[config.mk]
export PLATFORM = sky130hd
export DESIGN_NAME = cmd_line_parser
export DESIGN_NICKNAME = d
export VERILOG_FILES = /design/src/rtl/cmd_line_parser.sv
export SDC_FILE = /design/constraint.sdc
export NUM_CORES = 1
export LEC_CHECK = 0
export CORE_ASPECT_RATIO = 0.9
export CORE_MARGIN = 1.5
export CORE_UTILIZATION = 50
export DETAILED_ROUTE_END_ITERATION = 8
export PLACE_DENSITY_LB_ADDON = 0.15
export SYNTH_ARGS = -nofsm -noshare
export SYNTH_HDL_FRONTEND = slang
export SYNTH_SLANG_ARGS = --single-unit
[constraint.sdc]
create_clock -name clk -period 9.75 [get_ports clk]
set_input_delay 0.975 -clock clk [delete_from_list [all_inputs] [get_ports clk]]
set_output_delay 0.975 -clock clk [all_outputs]
set_load 0.1 [all_outputs]
[src/rtl/cmd_line_parser.sv]
// Command-line parser: fetches an ASCII command from memory and decodes a map number plus
// optional name, or a rank/version request; next/prev step the decoded map index while idle.
module cmd_line_parser #(
    parameter int unsigned ADDR_W     = 11,
    parameter int unsigned BASE_ADDR  = 120,
    parameter int unsigned MAX_LEN    = 32,
    parameter int unsigned NAME_CHARS = 8,
    parameter int unsigned MAX_INDEX  = 80,
    parameter int unsigned IDX_W      = 7,
    parameter int unsigned READ_LAT   = 2
) (
    input  logic                    clk,
    input  logic                    rst,
    input  logic                    start,
    input  logic                    next,
    input  logic                    prev,
    output logic                    rea,
    output logic [ADDR_W-1:0]       VAddr,
    input  logic [7:0]              VData,
    output logic [IDX_W-1:0]        index,
    output logic [8*NAME_CHARS-1:0] name,
    output logic                    is_index,
    output logic                    is_rank,
    output logic                    is_version,
    output logic                    is_error,
    output logic                    busy,
    output logic                    done,
    output logic                    load_next,
    output logic                    load_prev
);
    localparam int unsigned ACC_W  = IDX_W + 4;
    localparam int unsigned MUL_W  = ACC_W + 4;
    localparam int unsigned LAT_W  = $clog2(READ_LAT + 1);
    localparam int unsigned CNT_W  = $clog2(MAX_LEN + 1);
    localparam int unsigned NPOS_W = $clog2(NAME_CHARS + 1);
    localparam int unsigned NAME_W = 8 * NAME_CHARS;

    // "unknown" padded with NULs, or truncated when the name field is shorter.
    function automatic logic [NAME_W-1:0] default_name();
        logic [NAME_W-1:0] r;
        logic [55:0]       u;
        r = '0;
        u = "unknown";
        for (int unsigned k = 0; k < NAME_CHARS; k++) begin
            if (k < 7) begin
                r[8*(NAME_CHARS-1-k) +: 8] = u[55 -: 8];
                u = {u[47:0], 8'h00};
            end
        end
        return r;
    endfunction

    localparam logic [NAME_W-1:0] DEF_NAME = default_name();

    typedef enum logic [2:0] {S_IDLE, S_ISSUE, S_WAIT, S_CAPTURE, S_PARSE} state_t;
    typedef enum logic [1:0] {M_FIRST, M_DIGIT, M_NAME} mode_t;

    state_t              state_q, state_d;
    mode_t               mode_q, mode_d;
    logic [LAT_W-1:0]    wcnt_q, wcnt_d;
    logic [CNT_W-1:0]    cnt_q, cnt_d;
    logic [NPOS_W-1:0]   npos_q, npos_d;
    logic [ACC_W-1:0]    acc_q, acc_d;
    logic [7:0]          char_q, char_d;
    logic [ADDR_W-1:0]   addr_q, addr_d;
    logic [IDX_W-1:0]    index_q, index_d;
    logic [NAME_W-1:0]   name_q, name_d;
    logic                is_index_q, is_index_d, is_rank_q, is_rank_d;
    logic                is_version_q, is_version_d, is_error_q, is_error_d;
    logic                load_next_q, load_next_d, load_prev_q, load_prev_d;
    logic                rea_q, rea_d, busy_q, busy_d, done_q, done_d;
    logic                end_c, fin_c, is_dig_c;
    logic [MUL_W-1:0]    acc_mul;

    assign is_dig_c = (char_q >= 8'h30) && (char_q <= 8'h39);

    always_comb begin
        state_d      = state_q;
        mode_d       = mode_q;
        wcnt_d       = wcnt_q;
        cnt_d        = cnt_q;
        npos_d       = npos_q;
        acc_d        = acc_q;
        char_d       = char_q;
        addr_d       = addr_q;
        index_d      = index_q;
        name_d       = name_q;
        is_index_d   = is_index_q;
        is_rank_d    = is_rank_q;
        is_version_d = is_version_q;
        is_error_d   = is_error_q;
        load_next_d  = 1'b0;
        load_prev_d  = 1'b0;
        end_c        = 1'b0;
        fin_c        = 1'b0;
        acc_mul      = MUL_W'(acc_q) * MUL_W'(10) + MUL_W'(char_q - 8'h30);

        case (state_q)
            S_IDLE: begin
                if (!start && (next != prev)) begin
                    if (next && (index_q < IDX_W'(MAX_INDEX - 1))) begin
                        index_d     = index_q + IDX_W'(1);
                        load_next_d = 1'b1;
                    end else if (prev && (index_q != '0)) begin
                        index_d     = index_q - IDX_W'(1);
                        load_prev_d = 1'b1;
                    end
                end
            end
            S_ISSUE: begin
                wcnt_d  = '0;
                state_d = S_WAIT;
            end
            S_WAIT: begin
                if (wcnt_q == LAT_W'(READ_LAT - 1)) state_d = S_CAPTURE;
                else                                 wcnt_d  = wcnt_q + LAT_W'(1);
            end
            S_CAPTURE: begin
                char_d  = VData;
                state_d = S_PARSE;
            end
            S_PARSE: begin
                case (mode_q)
                    M_FIRST: begin
                        if (is_dig_c) begin
                            mode_d = M_DIGIT;
                            acc_d  = ACC_W'(char_q - 8'h30);
                        end else if (char_q == 8'h72) begin
                            is_rank_d = 1'b1;
                            end_c     = 1'b1;
                        end else if (char_q == 8'h76) begin
                            is_version_d = 1'b1;
                            end_c        = 1'b1;
                        end else begin
                            is_error_d = 1'b1;
                            end_c      = 1'b1;
                        end
                    end
                    M_DIGIT: begin
                        if (is_dig_c) begin
                            if (acc_mul > MUL_W'(MAX_INDEX + 1)) acc_d = ACC_W'(MAX_INDEX + 1);
                            else                                 acc_d = ACC_W'(acc_mul);
                        end else if (char_q == 8'h20) begin
                            mode_d = M_NAME;
                            name_d = '0;
                            npos_d = '0;
                        end else if (char_q == 8'h00) begin
                            fin_c = 1'b1;
                        end else begin
                            is_error_d = 1'b1;
                            end_c      = 1'b1;
                        end
                    end
                    M_NAME: begin
                        if ((char_q == 8'h00) || (char_q == 8'h20)) begin
                            fin_c = 1'b1;
                        end else begin
                            for (int unsigned b = 0; b < NAME_CHARS; b++) begin
                                if (NPOS_W'(b) == npos_q) name_d[8*(NAME_CHARS-1-b) +: 8] = char_q;
                            end
                            npos_d = npos_q + NPOS_W'(1);
                            if (npos_q == NPOS_W'(NAME_CHARS - 1)) fin_c = 1'b1;
                        end
                    end
                    default: end_c = 1'b1;
                endcase

                // Running out of scan budget is an error, but a partial number/name still finalises.
                cnt_d = cnt_q + CNT_W'(1);
                if (!end_c && !fin_c && (cnt_d == CNT_W'(MAX_LEN))) begin
                    is_error_d = 1'b1;
                    if (mode_d != M_FIRST) fin_c = 1'b1;
                    else                   end_c = 1'b1;
                end

                if (fin_c) begin
                    is_index_d = 1'b1;
                    if ((acc_d != '0) && (acc_d <= ACC_W'(MAX_INDEX))) begin
                        index_d = IDX_W'(acc_d - ACC_W'(1));
                    end else begin
                        index_d    = '0;
                        is_error_d = 1'b1;
                    end
                end

                if (fin_c || end_c) begin
                    state_d = S_IDLE;
                end else begin
                    addr_d  = addr_q + ADDR_W'(1);
                    state_d = S_ISSUE;
                end
            end
            default: state_d = S_IDLE;
        endcase

        // start from any state (re)initialises the parse.
        if (start) begin
            state_d      = S_ISSUE;
            mode_d       = M_FIRST;
            wcnt_d       = '0;
            cnt_d        = '0;
            npos_d       = '0;
            acc_d        = '0;
            addr_d       = ADDR_W'(BASE_ADDR);
            index_d      = '0;
            name_d       = DEF_NAME;
            is_index_d   = 1'b0;
            is_rank_d    = 1'b0;
            is_version_d = 1'b0;
            is_error_d   = 1'b0;
        end

        rea_d  = (state_d == S_ISSUE) || (state_d == S_WAIT);
        busy_d = (state_d != S_IDLE);
        done_d = (state_d == S_IDLE);
    end

    always_ff @(posedge clk) begin
        if (rst) begin
            state_q      <= S_IDLE;
            mode_q       <= M_FIRST;
            wcnt_q       <= '0;
            cnt_q        <= '0;
            npos_q       <= '0;
            acc_q        <= '0;
            char_q       <= '0;
            addr_q       <= ADDR_W'(BASE_ADDR);
            index_q      <= '0;
            name_q       <= DEF_NAME;
            is_index_q   <= 1'b0;
            is_rank_q    <= 1'b0;
            is_version_q <= 1'b0;
            is_error_q   <= 1'b0;
            load_next_q  <= 1'b0;
            load_prev_q  <= 1'b0;
            rea_q        <= 1'b0;
            busy_q       <= 1'b0;
            done_q       <= 1'b1;
        end else begin
            state_q      <= state_d;
            mode_q       <= mode_d;
            wcnt_q       <= wcnt_d;
            cnt_q        <= cnt_d;
            npos_q       <= npos_d;
            acc_q        <= acc_d;
            char_q       <= char_d;
            addr_q       <= addr_d;
            index_q      <= index_d;
            name_q       <= name_d;
            is_index_q   <= is_index_d;
            is_rank_q    <= is_rank_d;
            is_version_q <= is_version_d;
            is_error_q   <= is_error_d;
            load_next_q  <= load_next_d;
            load_prev_q  <= load_prev_d;
            rea_q        <= rea_d;
            busy_q       <= busy_d;
            done_q       <= done_d;
        end
    end

    assign rea        = rea_q;
    assign VAddr      = addr_q;
    assign index      = index_q;
    assign name       = name_q;
    assign is_index   = is_index_q;
    assign is_rank    = is_rank_q;
    assign is_version = is_version_q;
    assign is_error   = is_error_q;
    assign busy       = busy_q;
    assign done       = done_q;
    assign load_next  = load_next_q;
    assign load_prev  = load_prev_q;
endmodule

==> metrics.yaml <==
status: "finished, final reports clean"
critPathRequiredTime_ps: 10040
max_freq_mhz: 176
via_per_inst: 5.60
cts_buffers: 17
postSynthAreaPerCell_um2: 8.34
rsz0062_at_grt: "false"
dpl_worst_slack_ps: 4150
finalWorstSetupSlack_ps: 4070
ys_ff_latch: 127
regArea_mm2: 0.00254
grt_use_met2_pct: 36.5
synth_edf_count: 0
fin_skew_ps: 10.3
syn_area_mm2: 0.00729
postCtsSetupBuffers: 0
die_w_um: 130
critPathCaptureType: "register"
hold_depth: 2
layout_common_cells: "dfxtp_1, nand2_1, clkdlybuf4s50_1, nor2_1, o21ai_0"
worstSetupPathDepth: 24
dp_hpwl_mm: 13.2
clkTransAtPathRegs_ps: 60
post_cts_resized: 0
busiest_layer: "met2"
met1_usage_pct: 35.8
start_util_pct: 51.6
hp-start: "is_version$_SDFFE_PP0P_"
drcViolationCount: 0
io_pins: 104
antenna_found_initial: 0
h-tree-depth: 4
p_total_mw: 1.22
setup_viol: 0
clock_latency_ps: 420
drv_cap: 0
finalCriticalPeriod_ps: 5680
hold_path_class: "reg2reg"
place_area_mm2: 0.00840
grt_max_degree: 64
final_common_cell: "dfxtp_1"
ctsHoldBuffers: 0
rows: 41
final_util_pct: 63.7
io_buffers: 103
ys_seq_area_share_pct: 34.9
ys_warn_count: 0
cp_cell_sequence: "ha_1 -> ha_1 -> fa_1 -> a21o_1 -> a21oi_1 -> o21bai_1 -> a21oi_1 -> xnor2_1 -> ha_1 -> a21oi_1 -> o211ai_1 -> xnor2_1 -> a2bb2oi_1 -> nor4_1 -> and4_1 -> a31oi_1 -> inv_1 -> ha_1 -> inv_1 -> a311oi_1 -> nor2b_2 -> a31oi_4 -> a32oi_1 -> a21oi_1"
r2r-end: "index[2]$_SDFFE_PP0P_"
p_per_area_mw_per_mm2: 135
wl_per_cell_um: 16.0
worst-endpoint-arrival_ps: 5970
overflow: 0
fin_crit_sh_pct: 58.3
setup-tns-final_ps: 0
grt_pass1_vias: 5809
clock_sinks: 127
gp_congestion: 0.893
reg2reg_depth: 24
synth_cells: 874
num_vias: 6512
slew_viol_final: 0
grt_use_met3_pct: 6.00
slew_headroom_pct: 24.6
synth_flop_cell: "dfxtp_1"
reg2reg_setup_slack_ps: 4070
multi_input_area_mm2: 0.00449
holdWs_ps: 471
fill_cells: 1205
area_delta_synth_final_pct: 23.3
vdd_ir_drop_max_uv: 118
finalInstanceArea_mm2: 0.00899
wl_mm: 18.6
critPathKind: "reg2reg"
dp_cells: 1130
gr-usage-all-layers_pct: 24.9
nNetsFinal: 1025
diodes: 0
drtPass1Iterations: 5
ant_nets: 0
whs_endpoint: "is_version$_SDFFE_PP0P_"
cts_buffer_depth: 2
yosysTopAreaCellShare_pct: 34.9
drive_above_1_share_pct: 5.78
core_mm2: 0.0141
critPathBufInv: 2
die_h_um: 118
synth-async-reset-ratio_pct: 0
synth_top_cell_by_area: "dfxtp_1"
path_max_fanout: 8
drt-initial-drc-count: 544
clockRootBuffer: "clkbuf_16"
start_kind: "register"
path_delay_family: "compound AO/OA/AOI/OAI gates"
final_cells: 1162
cp_slowest_cell: "and4_1"
synth_nets: 943
grt_pass1_wl_mm: 30.0
final-hold-violation-count: 0
rr_startpoint: "acc_q[1]$_SDFFE_PP0P_"
ys_types: 76
synth_area_leaders: "dfxtp_1, ha_1, nand2_1"
cp_slowest_stage_delay_ps: 470
worst_slew_pin_slew_ps: 1130
tritoncts: "built"
leakagePower_nw: 3.49
die_area_mm2: 0.0153
-- cell families after synthesis --
logic type | after synthesis | share of synthesized area [%]
multiplexers | 31 | 4.26
flip-flops | 127 | 34.9
AO/OA/AOI/OAI | 219 | 20.1
AND/OR/NAND/NOR | 332 | 21.6
XOR/XNOR | 45 | 5.67
buffers and inverters | 64 | 3.55
adder cells (fa/ha/maj) | 56 | 9.93
-- flip-flops by register name, summed over array words and instances, names as in the netlist --
signal	flops
VAddr	11
acc_q	11
busy	1
char_q	8
cnt_q	6
done	1
index	7
is_error	1
is_index	1
is_rank	1
is_version	1
load_next	1
load_prev	1
mode_q	2
name	64
npos_q	4
rea	1
state_q	3
wcnt_q	2
-- synthesized netlist by cell type (all sizes together) (4+ instances only) --
library cell  count
a21o             12
nor3             15
xnor2            23
nand2           125
clkbuf           35
a22o              4
a211oi            8
o21bai           10
o211ai           11
nor2b             8
nand3            25
a31oi            11
nor4              7
o21a              6
buf               6
or2               6
nand2b            6
and4              7
a21oi            54
a32oi             4
nor2             92
ha               53
mux2i            31
and3              9
o21ai            67
and2             11
nand4             8
dfxtp           127
xor2             22
inv              23
-- final cells by class --
| class | instances | area share (%) |
|---|---|---|
| clock inverter | 15 | 1.78 |
| clock buffer | 17 | 4.73 |
| inverter | 23 | 0.961 |
| multi-input combinational | 683 | 50.0 |
| tap | 193 | 2.69 |
| sequential | 127 | 28.3 |
| timing repair buffer | 104 | 11.6 |
-- how the worst max path moves through the flow --
stage	startpoint	endpoint	slack, ps
6_report	acc_q[1]$_SDFFE_PP0P_	index[2]$_SDFFE_PP0P_	4070
2_1_floorplan	acc_q[2]$_SDFFE_PP0P_	index[1]$_SDFFE_PP0P_	4750
4_1_cts	acc_q[1]$_SDFFE_PP0P_	index[2]$_SDFFE_PP0P_	4130
3_5_place_dp	acc_q[1]$_SDFFE_PP0P_	index[2]$_SDFFE_PP0P_	4150
5_1_grt	acc_q[1]$_SDFFE_PP0P_	index[2]$_SDFFE_PP0P_	3520
3_3_place_gp	acc_q[1]$_SDFFE_PP0P_	index[1]$_SDFFE_PP0P_	4310
-- report_power, final --
part	internal (mW)	switching, mW	leakage (nW)
registers	0.522	0.00360	1.03
clock network	0.379	0.251	0.284
logic	0.0204	0.0407	2.18
-- layer usage --
layer / vias up / part of all wire, %
met3: 30 / 5.4
met1: 3045 / 50
li1: 3260 / -
met5: - / 0
met2: 177 / 43
met4: 0 / 1.8
-- worst min-delay path, delay by kind of cell, from the launching register on --
| kind | cells | cell delay, ps |
|---|---|---|
| AOI/OAI and AO/OA | 1 | 40 |
| DFF | 1 | 320 |
| and+or+nand+nor | 1 | 70 |
Note: power is estimated with default switching activity, not from simulation.
